--- config.mk ---
export PLATFORM = sky130hd
export DESIGN_NAME = multicycle_control
export DESIGN_NICKNAME = d
export VERILOG_FILES = /design/src/rtl/mips_ctrl_pkg.sv /design/src/rtl/mem_wait_timer.sv /design/src/rtl/multicycle_control.sv
export SDC_FILE = /design/constraint.sdc
export NUM_CORES = 1
export LEC_CHECK = 0
export ABC_AREA = 0
export CAP_MARGIN = 20
export CORE_ASPECT_RATIO = 1.75
export CORE_MARGIN = 1
export CORE_UTILIZATION = 55
export DETAILED_ROUTE_END_ITERATION = 10
export PLACE_DENSITY = 0.83
export SETUP_SLACK_MARGIN = 0.15
export SYNTH_ARGS = -nofsm -noshare
export SYNTH_HDL_FRONTEND = slang
export SYNTH_SLANG_ARGS = --single-unit
--- constraint.sdc ---
create_clock -name clk -period 3.2 [get_ports clk]
set_input_delay 0.64 -clock clk [delete_from_list [all_inputs] [get_ports clk]]
set_output_delay 0.64 -clock clk [all_outputs]
set_load 0.005 [all_outputs]
--- src/rtl/mips_ctrl_pkg.sv ---
// Shared encodings for the multicycle MIPS control path: opcodes, ALUOp,
// ALUSrcB/PCSource selects, FSM state enum and the control payload struct.
package mips_ctrl_pkg;

  localparam int unsigned OPC_W = 6;

  localparam logic [OPC_W-1:0] OP_RTYPE = 6'h00;
  localparam logic [OPC_W-1:0] OP_J     = 6'h02;
  localparam logic [OPC_W-1:0] OP_JAL   = 6'h03;
  localparam logic [OPC_W-1:0] OP_BEQ   = 6'h04;
  localparam logic [OPC_W-1:0] OP_BNE   = 6'h05;
  localparam logic [OPC_W-1:0] OP_ADDI  = 6'h08;
  localparam logic [OPC_W-1:0] OP_ANDI  = 6'h0c;
  localparam logic [OPC_W-1:0] OP_ORI   = 6'h0d;
  localparam logic [OPC_W-1:0] OP_LUI   = 6'h0f;
  localparam logic [OPC_W-1:0] OP_LW    = 6'h23;
  localparam logic [OPC_W-1:0] OP_SW    = 6'h2b;

  localparam logic [2:0] ALU_AND   = 3'b000;
  localparam logic [2:0] ALU_OR    = 3'b001;
  localparam logic [2:0] ALU_NOR   = 3'b010;
  localparam logic [2:0] ALU_ADD   = 3'b011;
  localparam logic [2:0] ALU_SUB   = 3'b100;
  localparam logic [2:0] ALU_LUI   = 3'b101;
  localparam logic [2:0] ALU_JAL   = 3'b110;
  localparam logic [2:0] ALU_FUNCT = 3'b111;

  localparam logic [1:0] SRCB_REG  = 2'b00;
  localparam logic [1:0] SRCB_FOUR = 2'b01;
  localparam logic [1:0] SRCB_IMM  = 2'b10;
  localparam logic [1:0] SRCB_BR   = 2'b11;

  localparam logic [1:0] PCS_ALU    = 2'b00;
  localparam logic [1:0] PCS_ALUOUT = 2'b01;
  localparam logic [1:0] PCS_JUMP   = 2'b10;

  typedef enum logic [3:0] {
    S_FETCH, S_DECODE, S_MEMADR, S_MEMREAD, S_MEMWB, S_MEMWRITE,
    S_RTYPE_EX, S_ALUWB, S_IMM_EX, S_IMMWB, S_BRANCH, S_JUMP, S_JAL_WB
  } state_e;

  // Every datapath control plus the two status pulses, before reset gating.
  typedef struct packed {
    logic       iord;
    logic       mem_read;
    logic       mem_write;
    logic       ir_write;
    logic       reg_dst;
    logic       mem_to_reg;
    logic       reg_write;
    logic       alu_src_a;
    logic       pc_write;
    logic       branch_eq;
    logic       branch_ne;
    logic       zero_imm;
    logic       lui;
    logic       jump_and_link;
    logic [1:0] alu_src_b;
    logic [1:0] pc_source;
    logic [2:0] alu_op;
    logic       instr_done;
    logic       illegal_op;
  } ctrl_t;

  // States that perform a memory access and therefore use the wait timer.
  function automatic logic is_mem_state(input state_e s);
    return (s == S_FETCH) || (s == S_MEMREAD) || (s == S_MEMWRITE);
  endfunction

endpackage

--- src/rtl/mem_wait_timer.sv ---
// Memory access completion: either the mem_ready handshake or a fixed
// MEM_LAT-cycle count restarted on every entry into a memory state.
// Ports: clk, reset (async active-low), enter_i (next cycle is a fresh memory
// state), in_mem_i (currently in a memory state), mem_ready_i, done_acc_o.
module mem_wait_timer #(
  parameter int unsigned USE_MEM_READY = 1,
  parameter int unsigned MEM_LAT       = 1
) (
  input  logic clk,
  input  logic reset,
  input  logic enter_i,
  input  logic in_mem_i,
  input  logic mem_ready_i,
  output logic done_acc_o
);

  localparam int unsigned CW = (MEM_LAT > 1) ? $clog2(MEM_LAT) : 1;
  localparam logic [CW-1:0] LAST = CW'(MEM_LAT - 1);

  logic [CW-1:0] cnt_q, cnt_d;

  // Clear on entry, count while waiting, saturate at the final access cycle.
  always_comb begin
    cnt_d = cnt_q;
    if (enter_i) begin
      cnt_d = '0;
    end else if (in_mem_i && (cnt_q != LAST)) begin
      cnt_d = cnt_q + CW'(1);
    end
  end

  always_ff @(posedge clk or negedge reset) begin
    if (!reset) begin
      cnt_q <= '0;
    end else begin
      cnt_q <= cnt_d;
    end
  end

  assign done_acc_o = (USE_MEM_READY != 0) ? mem_ready_i : (cnt_q == LAST);

endmodule

--- src/rtl/multicycle_control.sv ---
// Opcode-driven control FSM for the multicycle MIPS datapath.
// Ports: clk, reset (async active-low), OP (IR opcode), mem_ready (access
// handshake); datapath controls IorD..JumpAndLink, ALUSrcB, PCSource, ALUOp;
// status instr_done (last cycle of an instruction), illegal_op (unknown
// opcode in DECODE) and instr_count (retired instructions, wrapping).
module multicycle_control
  import mips_ctrl_pkg::*;
#(
  parameter int unsigned OP_W          = 6,
  parameter int unsigned ALUOP_W       = 3,
  parameter int unsigned USE_MEM_READY = 1,
  parameter int unsigned MEM_LAT       = 1,
  parameter int unsigned CNT_W         = 32
) (
  input  logic               clk,
  input  logic               reset,
  input  logic [OP_W-1:0]    OP,
  input  logic               mem_ready,
  output logic               IorD,
  output logic               MemRead,
  output logic               MemWrite,
  output logic               IRWrite,
  output logic               RegDst,
  output logic               MemtoReg,
  output logic               RegWrite,
  output logic               ALUSrcA,
  output logic               PCWrite,
  output logic               BranchEQ,
  output logic               BranchNE,
  output logic               ZeroImm,
  output logic               LUI,
  output logic               JumpAndLink,
  output logic [1:0]         ALUSrcB,
  output logic [1:0]         PCSource,
  output logic [ALUOP_W-1:0] ALUOp,
  output logic               instr_done,
  output logic               illegal_op,
  output logic [CNT_W-1:0]   instr_count
);

  state_e           state_q, state_d;
  logic [OP_W-1:0]  op_q;
  logic [CNT_W-1:0] cnt_q;
  ctrl_t            ctl_c;
  logic             done_acc;
  logic             enter_mem;
  logic             in_mem;
  logic [2:0]       imm_alu_op;
  logic             imm_zero;
  logic             imm_lui;

  assign in_mem    = is_mem_state(state_q);
  assign enter_mem = is_mem_state(state_d) && (state_d != state_q);

  mem_wait_timer #(
    .USE_MEM_READY(USE_MEM_READY),
    .MEM_LAT      (MEM_LAT)
  ) u_wait (
    .clk        (clk),
    .reset      (reset),
    .enter_i    (enter_mem),
    .in_mem_i   (in_mem),
    .mem_ready_i(mem_ready),
    .done_acc_o (done_acc)
  );

  // Immediate-class ALU setup, shared by IMM_EX and IMMWB.
  always_comb begin
    imm_alu_op = ALU_ADD;
    imm_zero   = 1'b0;
    imm_lui    = 1'b0;
    if (op_q == OP_W'(OP_ORI)) begin
      imm_alu_op = ALU_OR;
      imm_zero   = 1'b1;
    end else if (op_q == OP_W'(OP_ANDI)) begin
      imm_alu_op = ALU_AND;
      imm_zero   = 1'b1;
    end else if (op_q == OP_W'(OP_LUI)) begin
      imm_alu_op = ALU_LUI;
      imm_lui    = 1'b1;
    end
  end

  // Next state and Moore controls; only FETCH/MEMWRITE strobes see done_acc.
  always_comb begin
    state_d = state_q;
    ctl_c   = '0;
    unique case (state_q)
      S_FETCH: begin
        ctl_c.mem_read  = 1'b1;
        ctl_c.alu_src_b = SRCB_FOUR;
        ctl_c.alu_op    = ALU_ADD;
        ctl_c.ir_write  = done_acc;
        ctl_c.pc_write  = done_acc;
        if (done_acc) state_d = S_DECODE;
      end
      S_DECODE: begin
        ctl_c.alu_src_b = SRCB_BR;
        ctl_c.alu_op    = ALU_ADD;
        // Live OP here; op_q captures it on this same edge.
        case (OP)
          OP_W'(OP_RTYPE):                 state_d = S_RTYPE_EX;
          OP_W'(OP_LW), OP_W'(OP_SW):      state_d = S_MEMADR;
          OP_W'(OP_ADDI), OP_W'(OP_ORI),
          OP_W'(OP_ANDI), OP_W'(OP_LUI):   state_d = S_IMM_EX;
          OP_W'(OP_BEQ), OP_W'(OP_BNE):    state_d = S_BRANCH;
          OP_W'(OP_J):                     state_d = S_JUMP;
          OP_W'(OP_JAL):                   state_d = S_JAL_WB;
          default: begin
            ctl_c.illegal_op = 1'b1;
            state_d          = S_FETCH;
          end
        endcase
      end
      S_MEMADR: begin
        ctl_c.alu_src_a = 1'b1;
        ctl_c.alu_src_b = SRCB_IMM;
        ctl_c.alu_op    = ALU_ADD;
        state_d = (op_q == OP_W'(OP_SW)) ? S_MEMWRITE : S_MEMREAD;
      end
      S_MEMREAD: begin
        ctl_c.iord     = 1'b1;
        ctl_c.mem_read = 1'b1;
        if (done_acc) state_d = S_MEMWB;
      end
      S_MEMWB: begin
        ctl_c.mem_to_reg = 1'b1;
        ctl_c.reg_write  = 1'b1;
        ctl_c.instr_done = 1'b1;
        state_d = S_FETCH;
      end
      S_MEMWRITE: begin
        ctl_c.iord       = 1'b1;
        ctl_c.mem_write  = 1'b1;
        ctl_c.instr_done = done_acc;
        if (done_acc) state_d = S_FETCH;
      end
      S_RTYPE_EX: begin
        ctl_c.alu_src_a = 1'b1;
        ctl_c.alu_src_b = SRCB_REG;
        ctl_c.alu_op    = ALU_FUNCT;
        state_d = S_ALUWB;
      end
      S_ALUWB: begin
        ctl_c.reg_dst    = 1'b1;
        ctl_c.reg_write  = 1'b1;
        ctl_c.instr_done = 1'b1;
        state_d = S_FETCH;
      end
      S_IMM_EX, S_IMMWB: begin
        ctl_c.alu_src_a = 1'b1;
        ctl_c.alu_src_b = SRCB_IMM;
        ctl_c.alu_op    = imm_alu_op;
        ctl_c.zero_imm  = imm_zero;
        ctl_c.lui       = imm_lui;
        if (state_q == S_IMMWB) begin
          ctl_c.reg_write  = 1'b1;
          ctl_c.instr_done = 1'b1;
          state_d = S_FETCH;
        end else begin
          state_d = S_IMMWB;
        end
      end
      S_BRANCH: begin
        ctl_c.alu_src_a  = 1'b1;
        ctl_c.alu_src_b  = SRCB_REG;
        ctl_c.alu_op     = ALU_SUB;
        ctl_c.pc_source  = PCS_ALUOUT;
        ctl_c.branch_eq  = (op_q == OP_W'(OP_BEQ));
        ctl_c.branch_ne  = (op_q == OP_W'(OP_BNE));
        ctl_c.instr_done = 1'b1;
        state_d = S_FETCH;
      end
      S_JUMP: begin
        ctl_c.pc_source  = PCS_JUMP;
        ctl_c.pc_write   = 1'b1;
        ctl_c.instr_done = 1'b1;
        state_d = S_FETCH;
      end
      S_JAL_WB: begin
        ctl_c.pc_source     = PCS_JUMP;
        ctl_c.pc_write      = 1'b1;
        ctl_c.reg_write     = 1'b1;
        ctl_c.jump_and_link = 1'b1;
        ctl_c.alu_op        = ALU_JAL;
        ctl_c.instr_done    = 1'b1;
        state_d = S_FETCH;
      end
      default: state_d = S_FETCH;
    endcase
  end

  always_ff @(posedge clk or negedge reset) begin
    if (!reset) begin
      state_q <= S_FETCH;
      op_q    <= '0;
      cnt_q   <= '0;
    end else begin
      state_q <= state_d;
      if (state_q == S_DECODE) op_q <= OP;
      if (ctl_c.instr_done) cnt_q <= cnt_q + CNT_W'(1);
    end
  end

  // Reset blanks every output immediately, aborting any strobe in flight.
  assign IorD        = reset & ctl_c.iord;
  assign MemRead     = reset & ctl_c.mem_read;
  assign MemWrite    = reset & ctl_c.mem_write;
  assign IRWrite     = reset & ctl_c.ir_write;
  assign RegDst      = reset & ctl_c.reg_dst;
  assign MemtoReg    = reset & ctl_c.mem_to_reg;
  assign RegWrite    = reset & ctl_c.reg_write;
  assign ALUSrcA     = reset & ctl_c.alu_src_a;
  assign PCWrite     = reset & ctl_c.pc_write;
  assign BranchEQ    = reset & ctl_c.branch_eq;
  assign BranchNE    = reset & ctl_c.branch_ne;
  assign ZeroImm     = reset & ctl_c.zero_imm;
  assign LUI         = reset & ctl_c.lui;
  assign JumpAndLink = reset & ctl_c.jump_and_link;
  assign ALUSrcB     = reset ? ctl_c.alu_src_b : 2'b00;
  assign PCSource    = reset ? ctl_c.pc_source : 2'b00;
  assign ALUOp       = reset ? ALUOP_W'(ctl_c.alu_op) : '0;
  assign instr_done  = reset & ctl_c.instr_done;
  assign illegal_op  = reset & ctl_c.illegal_op;
  assign instr_count = reset ? cnt_q : '0;

endmodule

; Word-level counts from Yosys, hierarchy flattened
; Index checks and enable logic that the tools add are counted.
[word_totals]
register_bits = 42
input_bits = 9
out_inout_bits = 55
elab_cells = 105
[classes]
addsub = 1
n_eq_ne = 31
n_mux = 38
n_bitwise = 16
n_reduce_logical = 16
[op_table]
columns = cell, n
row1 = == test 6 x 4 -> 1 bit (second input constant), 7
row2 = adder 32 x 1 -> 32 bit (second input constant), 1
row3 = two-way mux 32 bit, 1
row4 = one-hot mux 4 bit (7 select lines), 1
row5 = == test 6 x 3 -> 1 bit (second input constant), 4
row6 = one-hot mux 4 bit (6 select lines), 1
row7 = == test 4 bit (second input constant), 5
row8 = == test 6 bit (second input constant), 3
row9 = bitwise AND 1 bit, 16
row10 = == test 4 x 3 -> 1 bit (second input constant), 4
row11 = two-way mux 1 bit, 16
row12 = two-way mux 4 bit, 4
row13 = two-way mux 3 bit, 5
row14 = one-hot mux 3 bit (5 select lines), 1
row15 = == test 6 x 2 -> 1 bit (second input constant), 2
row16 = OR reduction 2 bit, 6
row17 = OR reduction 11 bit, 1
row18 = OR reduction 5 bit, 2
row19 = OR reduction 3 bit, 3
row20 = == test 4 x 2 -> 1 bit (second input constant), 2
row21 = two-way mux 2 bit, 4
row22 = logical NOT 6 bit, 1
row23 = != test 2 bit (second input constant), 3
row24 = one-hot mux 2 bit (3 select lines), 1
row25 = other kinds (7), 8

; Depth between registers and ports, before layout
[logic_depth]
word_depth = 6
depth_mapped = 6
ltp_nobuf = 5

; Hierarchy
; Synthesis repeated with hierarchy kept, for this count alone.
[unflattened]
hier_cells = 318
area_unflattened_um2 = 2805.2
[by_module_without_submodules]
columns = module, instances, cells_per_inst, area_per_inst_um2, seq_area_each_um2
row1 = multicycle_control, 1, 317, 2797.7, 1051.0
row2 = mem_wait_timer, 1, 1, 7.5, 0.0

; Least setup slack after synthesis
; No wires, ideal clock.
[synth_timing]
path_type = input to output
from = in OP[0]
to = out illegal_op
arrival_time_ns = 1.608
setup_slack_ns = 0.952
cell_stages = 5
cell_sequence = clkbuf_1 -> or4_1 -> nand2_1 -> nand2_1 -> and4_1
[synth_between]
elab_chain_cells = 5
word_cells_on_any_way = 15
[synth_lines]
columns = item, line_no
row1 = from (decl), multicycle_control.sv:17  ; input logic [OP_W-1:0] OP,
row2 = "== test 6 x 2 -> 1 bit, or another cell as far along", multicycle_control.sv:101  ; case (OP)
row3 = OR reduction 11 bit (no source line) (*), -
row4 = two-way mux 1 bit (*), multicycle_control.sv:101
row5 = two-way mux 1 bit (*), multicycle_control.sv:88  ; unique case (state_q)
row6 = bitwise AND 1 bit (*), multicycle_control.sv:224  ; assign illegal_op = reset & ctl_c.illegal_op;
row7 = to (decl), multicycle_control.sv:37  ; output logic illegal_op,
; Mark *: on every way between the ends. The rest lies on a longest branch, timed or not.

; Final worst setup path
[layout_timing]
from = in mem_ready
to = out instr_done
[layout_between]
elab_chain_cells = 2
[layout_lines]
columns = item, line_no
row1 = from (decl), multicycle_control.sv:18  ; input logic mem_ready,
row2 = one-hot mux 1 bit (3 select lines), multicycle_control.sv:88
row3 = bitwise AND 1 bit, multicycle_control.sv:223  ; assign instr_done = reset & ctl_c.instr_done;
row4 = to (decl), multicycle_control.sv:36  ; output logic instr_done,
; No other way between the ends.

==> results.yml <==
outcome:
  run_status: "finished clean"
cts:
  cts_buffers: 5
  clkSinkCount: 42
  cts_tree: "done"
  clk_pin_slew_ns: 0.08
  clk_path_buf_depth: 2
  htreeDepth: 2
  clockRootBuffer: "clkbuf_8"
  insertion_delay_ns: 0.29
critical_path:
  timing.rr.end: "cnt_q[26]$_DFFE_PN0P_"
  startpoint: "mem_ready"
  critical_path.slowest_cell: "clkdlybuf4s50_1"
  rr_startpoint: "cnt_q[10]$_DFFE_PN0P_"
  cp.required_ns: 2.56
  crit_chain: "clkdlybuf4s50_1 > nor2_1 > a221o_1 > nor3_2 > clkdlybuf4s50_1"
  reg2reg_slack_ns: 1.03
  worst-r2r-cell-count: 4
  critPathCaptureType: "primary output"
  cp_max_fo: 6
  worstPathArrival_ns: 2.33
  slowest_delay_ns: 0.56
  start_kind: "input port"
  crit_type: "in -> out"
  path_common_cell: "clkdlybuf4s50_1"
  setup.worst_path.end: "instr_done"
place:
  place_congestion: 0.885
  dp_slack_ns: 0.175
  hpwlAfterDp_mm: 5.20
  io_buffers: 63
die:
  dieArea_um2: 5410
  io_pins: 64
  die_w_um: 56.0
  placement_rows: 34
  die_y_um: 96.5
  start_util: 0.569
  coreArea_um2: 4930
logic_synthesis:
  async_flop_share: 1.00
  ys_seq_area_frac: 0.374
  synth_most_common_cell: "dfrtp_1"
  yosysTopAreaCellShare: 0.374
  syn_area_um2: 2810
  yosysWarnings: 0
  yosys.area.top_type: "dfrtp_1"
  synth-edff-count: 0
  synth_seq_cells: 42
  postSynthCellCount: 315
  syn_nets: 325
  synth_area_leaders: "dfrtp_1 (37%), and2_1 (7.4%), xor2_1 (6.6%), nor4_2 (4.5%), xnor2_1 (4.1%)"
  synth.distinct_cells: 47
  avgSynthCellArea_um2: 8.91
  yosys-top-cells-count: "dfrtp_1 (42), and2_1 (33), nor2_1 (24), nand2_1 (21), xor2_1 (21)"
  ys.flop_type: "dfrtp_1"
final_layout:
  multi_input_area_um2: 1620
  register_area_um2: 1050
  area_growth_syn_to_layout_pct: 28.7
  fin_nets: 383
  fin_util: 0.732
  antenna_cells: 0
  drive_above_1_share: 0.102
  nFillCells: 403
global_routing:
  gr-usage-met3: 0.0399
  grt_max_degree: 69
  use_met2: 0.502
  track_usage: 0.267
  grt-ovfl-total: 0
  grt_use_met1: 0.277
  grt_busiest_layer: "met2"
  grt_pass1_wl_mm: 11.1
  grt_pass1_vias: 2310
  antenna_found_initial: 0
routing:
  drtIter0Drc: 87
  ant_nets: 0
  wl_per_cell_um: 16.2
  vias: 2573
  drt_first_pass_iters: 5
  drt_wl_total_mm: 6.94
  vias_per_cell: 6.01
  drc: 0
timing:
  fin_crit_sh: 0.928
  finalCriticalPeriod_ns: 2.97
  final-max-slew-violation-count: 0
  rsz0062_at_grt: "false"
  final-hold-violation-count: 0
  fmax_mhz: 337
  tns_ns: 0
  relSlewSlack: 0.539
  setup-violations-final: 0
  worst_slack_ns: 0.232
  tightest_slew_ns: 0.691
  skew_ns: 0.00492
run:
  maxCapViolCount: 0
min_path:
  hold_class: "in -> async"
pwr:
  p_leak_nw: 1.26
  power_density_nw_per_um2: 569
  ir_worst_vdd_uv: 485
state kept, by name (all words and copies together), names as in the netlist:
signal / cells
state_q: 4
cnt_q: 32
op_q: 6
per-layer routing:
| layer | part of all wire | wire length, µm |
|---|---|---|
| met3 | 0.040 | 280 |
| met2 | 0.54 | 3720 |
| met4 | 0.050 | 344 |
| met1 | 0.37 | 2590 |
| met5 | 0 | 0 |
critical path, delay by kind of cell:
| family | cells | cell delay [ns] |
|---|---|---|
| AND/OR/NAND/NOR | 2 | 0.25 |
| buffers and inverters | 2 | 1.09 |
| AO/OA/AOI/OAI | 1 | 0.33 |
cell usage in the layout, fill, tap and decap left out, drive strengths merged, types with 3 or more instances in the layout:
master	n
and2	33
nor4	14
nand2	21
clkbuf	7
nand3	15
mux2	7
dfrtp	42
clkdlybuf4s50	60
nor3	15
nand2b	5
nor2	24
o2111a	3
xnor2	13
buf	12
and4	5
xor2	21
a21oi	4
nand4	14
o21ai	10
inv	11
nor2b	3
cells by family after synthesis:
group                    share of synthesized area
AND/OR/NAND/NOR                              0.336
AO/OA/AOI/OAI                               0.0905
buffers and inverters                       0.0521
multiplexers                                0.0365
adder cells (fa/ha/maj)                    0.00446
flip-flops                                   0.374
XOR/XNOR                                     0.106
worst min-delay path by stage:
stage / cells past startpoint / from / end
floorplan: 0 / reset / cnt_q[0]$_DFFE_PN0P_
global placement: 1 / cnt_q[31]$_DFFE_PN0P_ / cnt_q[31]$_DFFE_PN0P_
global route: 1 / reset / cnt_q[28]$_DFFE_PN0P_
finish: 1 / reset / cnt_q[28]$_DFFE_PN0P_
CTS: 1 / reset / cnt_q[28]$_DFFE_PN0P_
detailed placement: 1 / cnt_q[31]$_DFFE_PN0P_ / cnt_q[31]$_DFFE_PN0P_
layout make-up:
class | count | area share
multi-input combinational | 238 | 0.447
sequential | 42 | 0.291
timing repair buffer | 74 | 0.201
clock buffer | 7 | 0.0211
tap | 54 | 0.0187
inverter | 12 | 0.0125
clock inverter | 1 | 0.00831
stage by stage:
step / instance area, µm² / std cells / total power, W / hold WS (ns)
floorplan: 2810 / 315 / 0.00130 / 0.344
global placement: 3490 / 420 / 0.00162 / 0.455
detailed placement: 3490 / 420 / 0.00163 / 0.450
CTS: 3600 / 428 / 0.00205 / 0.166
global route: 3610 / 428 / 0.00218 / 0.164
finish: 3610 / 428 / 0.00206 / 0.177
power breakdown:
group / leakage [nW] / switching [W] / internal [W] / total (W)
logic: 0.748 / 0.000501 / 0.000415 / 0.000916
registers: 0.465 / 0.000114 / 0.000612 / 0.000726
clock network: 0.0524 / 0.000180 / 0.000234 / 0.000414
repair_timing:
item                                    in CTS  in global routing
endpoints found under the setup margin       0                  5
resized for setup                            0                  4
endpoints found under the hold margin        0                  0
hold buffers                                 0                  0
buffers inserted                             0                  0
Note: power is estimated with default switching activity, not from simulation.
